`config.mk`:
```
export PLATFORM = sky130hd
export DESIGN_NAME = fifo_wr_ptr_ctrl
export DESIGN_NICKNAME = d
export VERILOG_FILES = /design/src/rtl/fifo_wr_ptr_ctrl.sv
export SDC_FILE = /design/constraint.sdc
export NUM_CORES = 1
export LEC_CHECK = 0
export CORE_AREA = 2 2 43 45
export DETAILED_ROUTE_END_ITERATION = 16
export DIE_AREA = 0 0 45 47
export MAX_ROUTING_LAYER = met4
export PLACE_DENSITY_LB_ADDON = 0.12
export SYNTH_ARGS = -nofsm -noshare
export SYNTH_HDL_FRONTEND = slang
export SYNTH_SLANG_ARGS = --single-unit
```
`constraint.sdc`:
```
create_clock -name CLK -period 2.15 [get_ports CLK]
set_clock_uncertainty 0.05 [all_clocks]
set_input_delay 0.3225 -clock CLK [delete_from_list [all_inputs] [get_ports CLK]]
set_output_delay 0.3225 -clock CLK [all_outputs]
set_load 0.01 [all_outputs]
```
`src/rtl/fifo_wr_ptr_ctrl.sv`:
```
`default_nettype none
// ============================================================================
// Module      : fifo_wr_ptr_ctrl
// Description : Write-side pointer controller for an asynchronous FIFO.
//               Accepts write requests, drives the memory write strobe and
//               address, and keeps the binary write pointer that feeds the
//               downstream binary-to-Gray converter. It also decodes the
//               synchronized Gray read pointer and derives FULL, ALMOST_FULL,
//               the fill level and a sticky OVERFLOW flag.
// Ports       :
//   CLK              in   write-domain clock, rising edge
//   RST              in   asynchronous active-low reset
//   W_INC            in   write request, one entry per cycle
//   RD_PTR_GRAY_SYNC in   Gray read pointer, already synchronized to CLK
//   CLR_OVF          in   clears OVERFLOW (a same-cycle set wins)
//   W_EN             out  memory write strobe (W_INC & ~FULL)
//   W_ADDR           out  memory write address (low bits of W_PTR_BIN)
//   W_PTR_BIN        out  registered binary write pointer
//   FULL             out  registered full flag
//   ALMOST_FULL      out  registered, level >= AF_TH
//   W_LEVEL          out  registered fill level, 0..DEPTH
//   OVERFLOW         out  sticky, write attempted while FULL
// Revision    : 1.0 - initial release
// ============================================================================
module fifo_wr_ptr_ctrl #(
    parameter int ADDR_SIZE = 3,
    parameter int AF_TH     = 6
) (
    input  logic                   CLK,
    input  logic                   RST,
    input  logic                   W_INC,
    input  logic [ADDR_SIZE:0]     RD_PTR_GRAY_SYNC,
    input  logic                   CLR_OVF,
    output logic                   W_EN,
    output logic [ADDR_SIZE-1:0]   W_ADDR,
    output logic [ADDR_SIZE:0]     W_PTR_BIN,
    output logic                   FULL,
    output logic                   ALMOST_FULL,
    output logic [ADDR_SIZE:0]     W_LEVEL,
    output logic                   OVERFLOW
);

    localparam int                  PTR_SIZE = ADDR_SIZE + 1;
    localparam logic [PTR_SIZE-1:0] C_DEPTH  = PTR_SIZE'(1) << ADDR_SIZE;
    localparam logic [PTR_SIZE-1:0] C_AF_TH  = PTR_SIZE'(AF_TH);

    logic [PTR_SIZE-1:0] w_rd_ptr_bin;
    logic                w_en;

    logic [PTR_SIZE-1:0] wptr_q,  wptr_d;
    logic [PTR_SIZE-1:0] level_q, level_d;
    logic                full_q,  full_d;
    logic                afull_q, afull_d;
    logic                ovf_q,   ovf_d;

    // Gray-to-binary: each binary bit is the XOR of all Gray bits at and
    // above its position. Written per bit so there is no chained
    // self-dependency inside one vector; any pointer jump decodes correctly.
    for (genvar gi = 0; gi < PTR_SIZE; gi++) begin : g_gray_dec
        assign w_rd_ptr_bin[gi] = ^(RD_PTR_GRAY_SYNC >> gi);
    end

    assign w_en = W_INC & ~full_q;

    always_comb begin
        wptr_d  = w_en ? (wptr_q + PTR_SIZE'(1)) : wptr_q;
        // Modular difference of the extended pointers gives 0..DEPTH; the
        // extra MSB distinguishes full from empty.
        level_d = wptr_d - w_rd_ptr_bin;
        full_d  = (level_d == C_DEPTH);
        afull_d = (level_d >= C_AF_TH);
        // Set has priority over clear so a dropped write is never lost.
        if (W_INC && full_q) begin
            ovf_d = 1'b1;
        end else if (CLR_OVF) begin
            ovf_d = 1'b0;
        end else begin
            ovf_d = ovf_q;
        end
    end

    always_ff @(posedge CLK or negedge RST) begin
        if (!RST) begin
            wptr_q  <= '0;
            level_q <= '0;
            full_q  <= 1'b0;
            afull_q <= 1'b0;
            ovf_q   <= 1'b0;
        end else begin
            wptr_q  <= wptr_d;
            level_q <= level_d;
            full_q  <= full_d;
            afull_q <= afull_d;
            ovf_q   <= ovf_d;
        end
    end

    assign W_EN        = w_en;
    assign W_ADDR      = wptr_q[ADDR_SIZE-1:0];
    assign W_PTR_BIN   = wptr_q;
    assign FULL        = full_q;
    assign ALMOST_FULL = afull_q;
    assign W_LEVEL     = level_q;
    assign OVERFLOW    = ovf_q;

endmodule
`default_nettype wire

```
==> results.md <==
* Antenna cells at 0
* TritonCTS clock tree: done
* CTS max path bufs at 2
* CTS sink count at 11
* Port Buffers at 22
* Final wirelength at between 1000 and 1500 microns
* Post-synth EDFFs at 0
* Root Driver: clkbuf_4
* Synth Flop Type: dfrtp_1
* Worst Path Max Fanout at 5
* Die Width at roughly 45 microns
* Die H at ~47 microns
* Clk_lat worst skew at 0.27 ns
* Static Leak at around 0.47 nW
* Multi-input gate area at between 300 and 400 sq um
* DRC errors left at 0
* Max Freq at roughly 0.5 GHz
* FF/Latch Area at between 200 and 300 sq um
* Wirelength per Cell at roughly 11 microns
* Fin. Hold Viols at 0
* Post-synth cell types at 16
* Top-Level Pins at 23
* Power per Cell Area at 1672 nW/um^2
* Critical Path AT at around 2.1 ns
* Starting DRC count in detailed routing at 2
* RSZ-0062 raised after global routing: true
* Critical path data required time at ~2.3 ns
* Post-detailed-placement half-perimeter wirelength at just over 800 microns
* Setup TNS at 0 ns
* Syn Area/Cell at about 12 sq um
* Pwr Total at 1.661 mW
* Filler cells at 140
* FFs w/ async S/R, synth at 1.000
* CP peak stage delay at 0.41 ns
* CP Capture Type: flip-flop
* Area Growth Syn to Fin at 68.58%
* Synthesis warning total at 0
* Setup Viol. Count Final at 0
* Placement Setup Slack at -0.4419 ns
* Worst slew pin tran at 0.4831 ns
* Delay-heaviest family, CP: simple AND/OR/NAND/NOR gates
* Num rows at 15
* Nets at 99
* Core Area at roughly 1700 sq um
* Area leader, netlist: dfrtp_1
* Grt total ovfl at 0
* Final slew viol count at 0
* Status: finished clean
* Most common cell in the netlist: dfrtp_1
* Global-route wire length before repair at around 1700 microns
* Fin worst setup slack at roughly 0.14 ns
* Share of layout cells above drive strength 1 at 0.3765
* Sequential area share after synthesis at 0.4671
* Synth top cells by count: 11 x dfrtp_1, 7 x inv_1, 6 x xnor2_1
* Hold WC Path Type: input port to flip-flop
* Worst vdd rail ir drop at between 0.0009 and 0.001 V
* Worst R2R Path Depth at 8
* Final non-filler cell total at 102
* Die ar. at around 2100 sq um
* Final RePlAce weighted congestion at between 0.7 and 0.8
* TritonRoute pass-1 iters at 4
* Register bit total from synthesis at 11
* WP buf/inv at 1
* Vias per std cell at between 4 and 5
* Final period util at 0.9341
* Max-cap violation count at 0
* Total track usage at 0.1218
* Fin util at 0.6015
* Syn Std Cell Area at 589.3 sq um
* WS Path Type: flip-flop to flip-flop
* Placed Cells at 94
* Worst path cell trace: nor2b_4 > mux2i_2 > inv_1 > ha_1 > nand2_1 > o21ai_2 > xnor3_2 > nor4_2
* DRT antenna net count at 0
* CTS H-tree lvls at 1
* Synth top area share at 0.4671
* Synth top area cells: dfrtp_1 47%, xnor2_1 8.9%, ha_1 8.5%
* Initial core utilization at 0.3568
* Syn nets at 61
* Crit-path slowest cell: dfrtp_1
* DR vias at 454
* Hold path depth at 3
* Largest net degree at the start of global routing at 12
* Critical Path Stages at 8
* Synthesized instance count at between 40 and 50
* Initial antenna violation count at 0
* Post-CTS Hold Buffers at 0
* Slew HR at 0.6769
* Setup crit start kind: flip-flop
* Vias in the first global route at between 300 and 400
* Post-route minimum period at approximately 2.0 ns
* Clock Pin Slew Worst Setup and Hold Paths at roughly 0.070 ns
* Total CTS buffers at 3
[tightest hold or removal path, cell delays in order]
cell and delay (ns):
dlymetal6s2s_1 0.10, nand2_1 0.05, o21ai_0 0.06
[path summary, 6_finish.rpt]
kind	slack, ns	start	endpoint
worst min register to register	0.47	W_PTR_BIN[3]$_DFF_PN0_	W_PTR_BIN[3]$_DFF_PN0_
min in group asynchronous	0.33	RST	W_PTR_BIN[2]$_DFF_PN0_
worst max-delay path	0.14	FULL$_DFF_PN0_	FULL$_DFF_PN0_
max in group asynchronous	1.37	RST	W_PTR_BIN[0]$_DFF_PN0_
worst min-delay path	0.26	W_INC	OVERFLOW$_DFFE_PN0P_
worst max register to register	0.14	FULL$_DFF_PN0_	FULL$_DFF_PN0_
[final cells by class]
| class | count | share of cell area |
|---|---|---|
| clock buffer | 4 | 0.02645 |
| inverter | 7 | 0.02645 |
| multi-input combinational | 26 | 0.3111 |
| sequential | 11 | 0.2796 |
| tap | 17 | 0.02141 |
| timing repair buffer | 37 | 0.3350 |
[placed cells by master (no fill, tap or decap)]
cell type,n
clkbuf_1,1
xnor3_2,1
xor2_1,2
nand2_1,5
nor2b_4,1
ha_2,1
nand4_4,1
clkbuf_4,3
o21ai_0,1
dfrtp_1,9
dlymetal6s2s_1,1
ha_4,2
buf_4,15
fa_1,1
mux2i_2,1
o21ai_2,1
xnor2_2,2
inv_1,7
nor4_2,1
clkdlybuf4s50_1,19
dlygate4sd2_1,2
dfrtp_2,2
xnor2_1,4
ha_1,1
a21oi_2,1
[where the power goes]
group / internal, mW / switching [mW] / total, mW
logic: 0.670 / 0.469 / 1.14
registers: 0.315 / 0.0665 / 0.382
clock network: 0.0718 / 0.0687 / 0.140
total: 1.06 / 0.604 / 1.66
[flip-flops by register name, summed over array words and instances (netlist names)]
name,flops
FULL,1
ALMOST_FULL,1
W_LEVEL,4
W_PTR_BIN,4
OVERFLOW,1
[per-stage QoR]
stage / hold WS (ns) / cell area (sq um)
5_1_grt: 0.2741 / 993.5
6_report: 0.2635 / 993.5
4_1_cts: 0.3359 / 927.1
3_3_place_gp: 0.4522 / 885.9
3_5_place_dp: 0.4542 / 885.9
2_1_floorplan: -0.02309 / 595.6
[metal layers]
metal,track usage,wire length [microns],vias to the layer above
li1,-,-,223
met1,0.1408,469,212
met2,0.1714,548,17
met3,0.04615,56,2
met4,0.08824,13,0
met5,-,0,-
[what timing repair did]
| action | 4_1_cts | 5_1_grt |
|---|---|---|
| endpoints found under the hold margin | 0 | 0 |
| endpoints found under the setup margin | 2 | 3 |
| resized for setup | 5 | 7 |
| setup buffers | 1 | 3 |
| pin swaps | 3 | 5 |
[kinds of logic (layout without fill, tap and decap cells)]
logic type / after synthesis / in the layout / share of synthesized area
muxes: 1 / 1 / 0.01699
adders and majority gates: 5 / 5 / 0.1189
and+or+nand+nor: 8 / 8 / 0.1125
buffers and inverters: 11 / 48 / 0.1019
AOI/OAI and AO/OA: 3 / 3 / 0.02547
DFF: 11 / 11 / 0.4671
xor gates and xnor gates: 9 / 9 / 0.1571
Power figures use the tool's default switching activity.
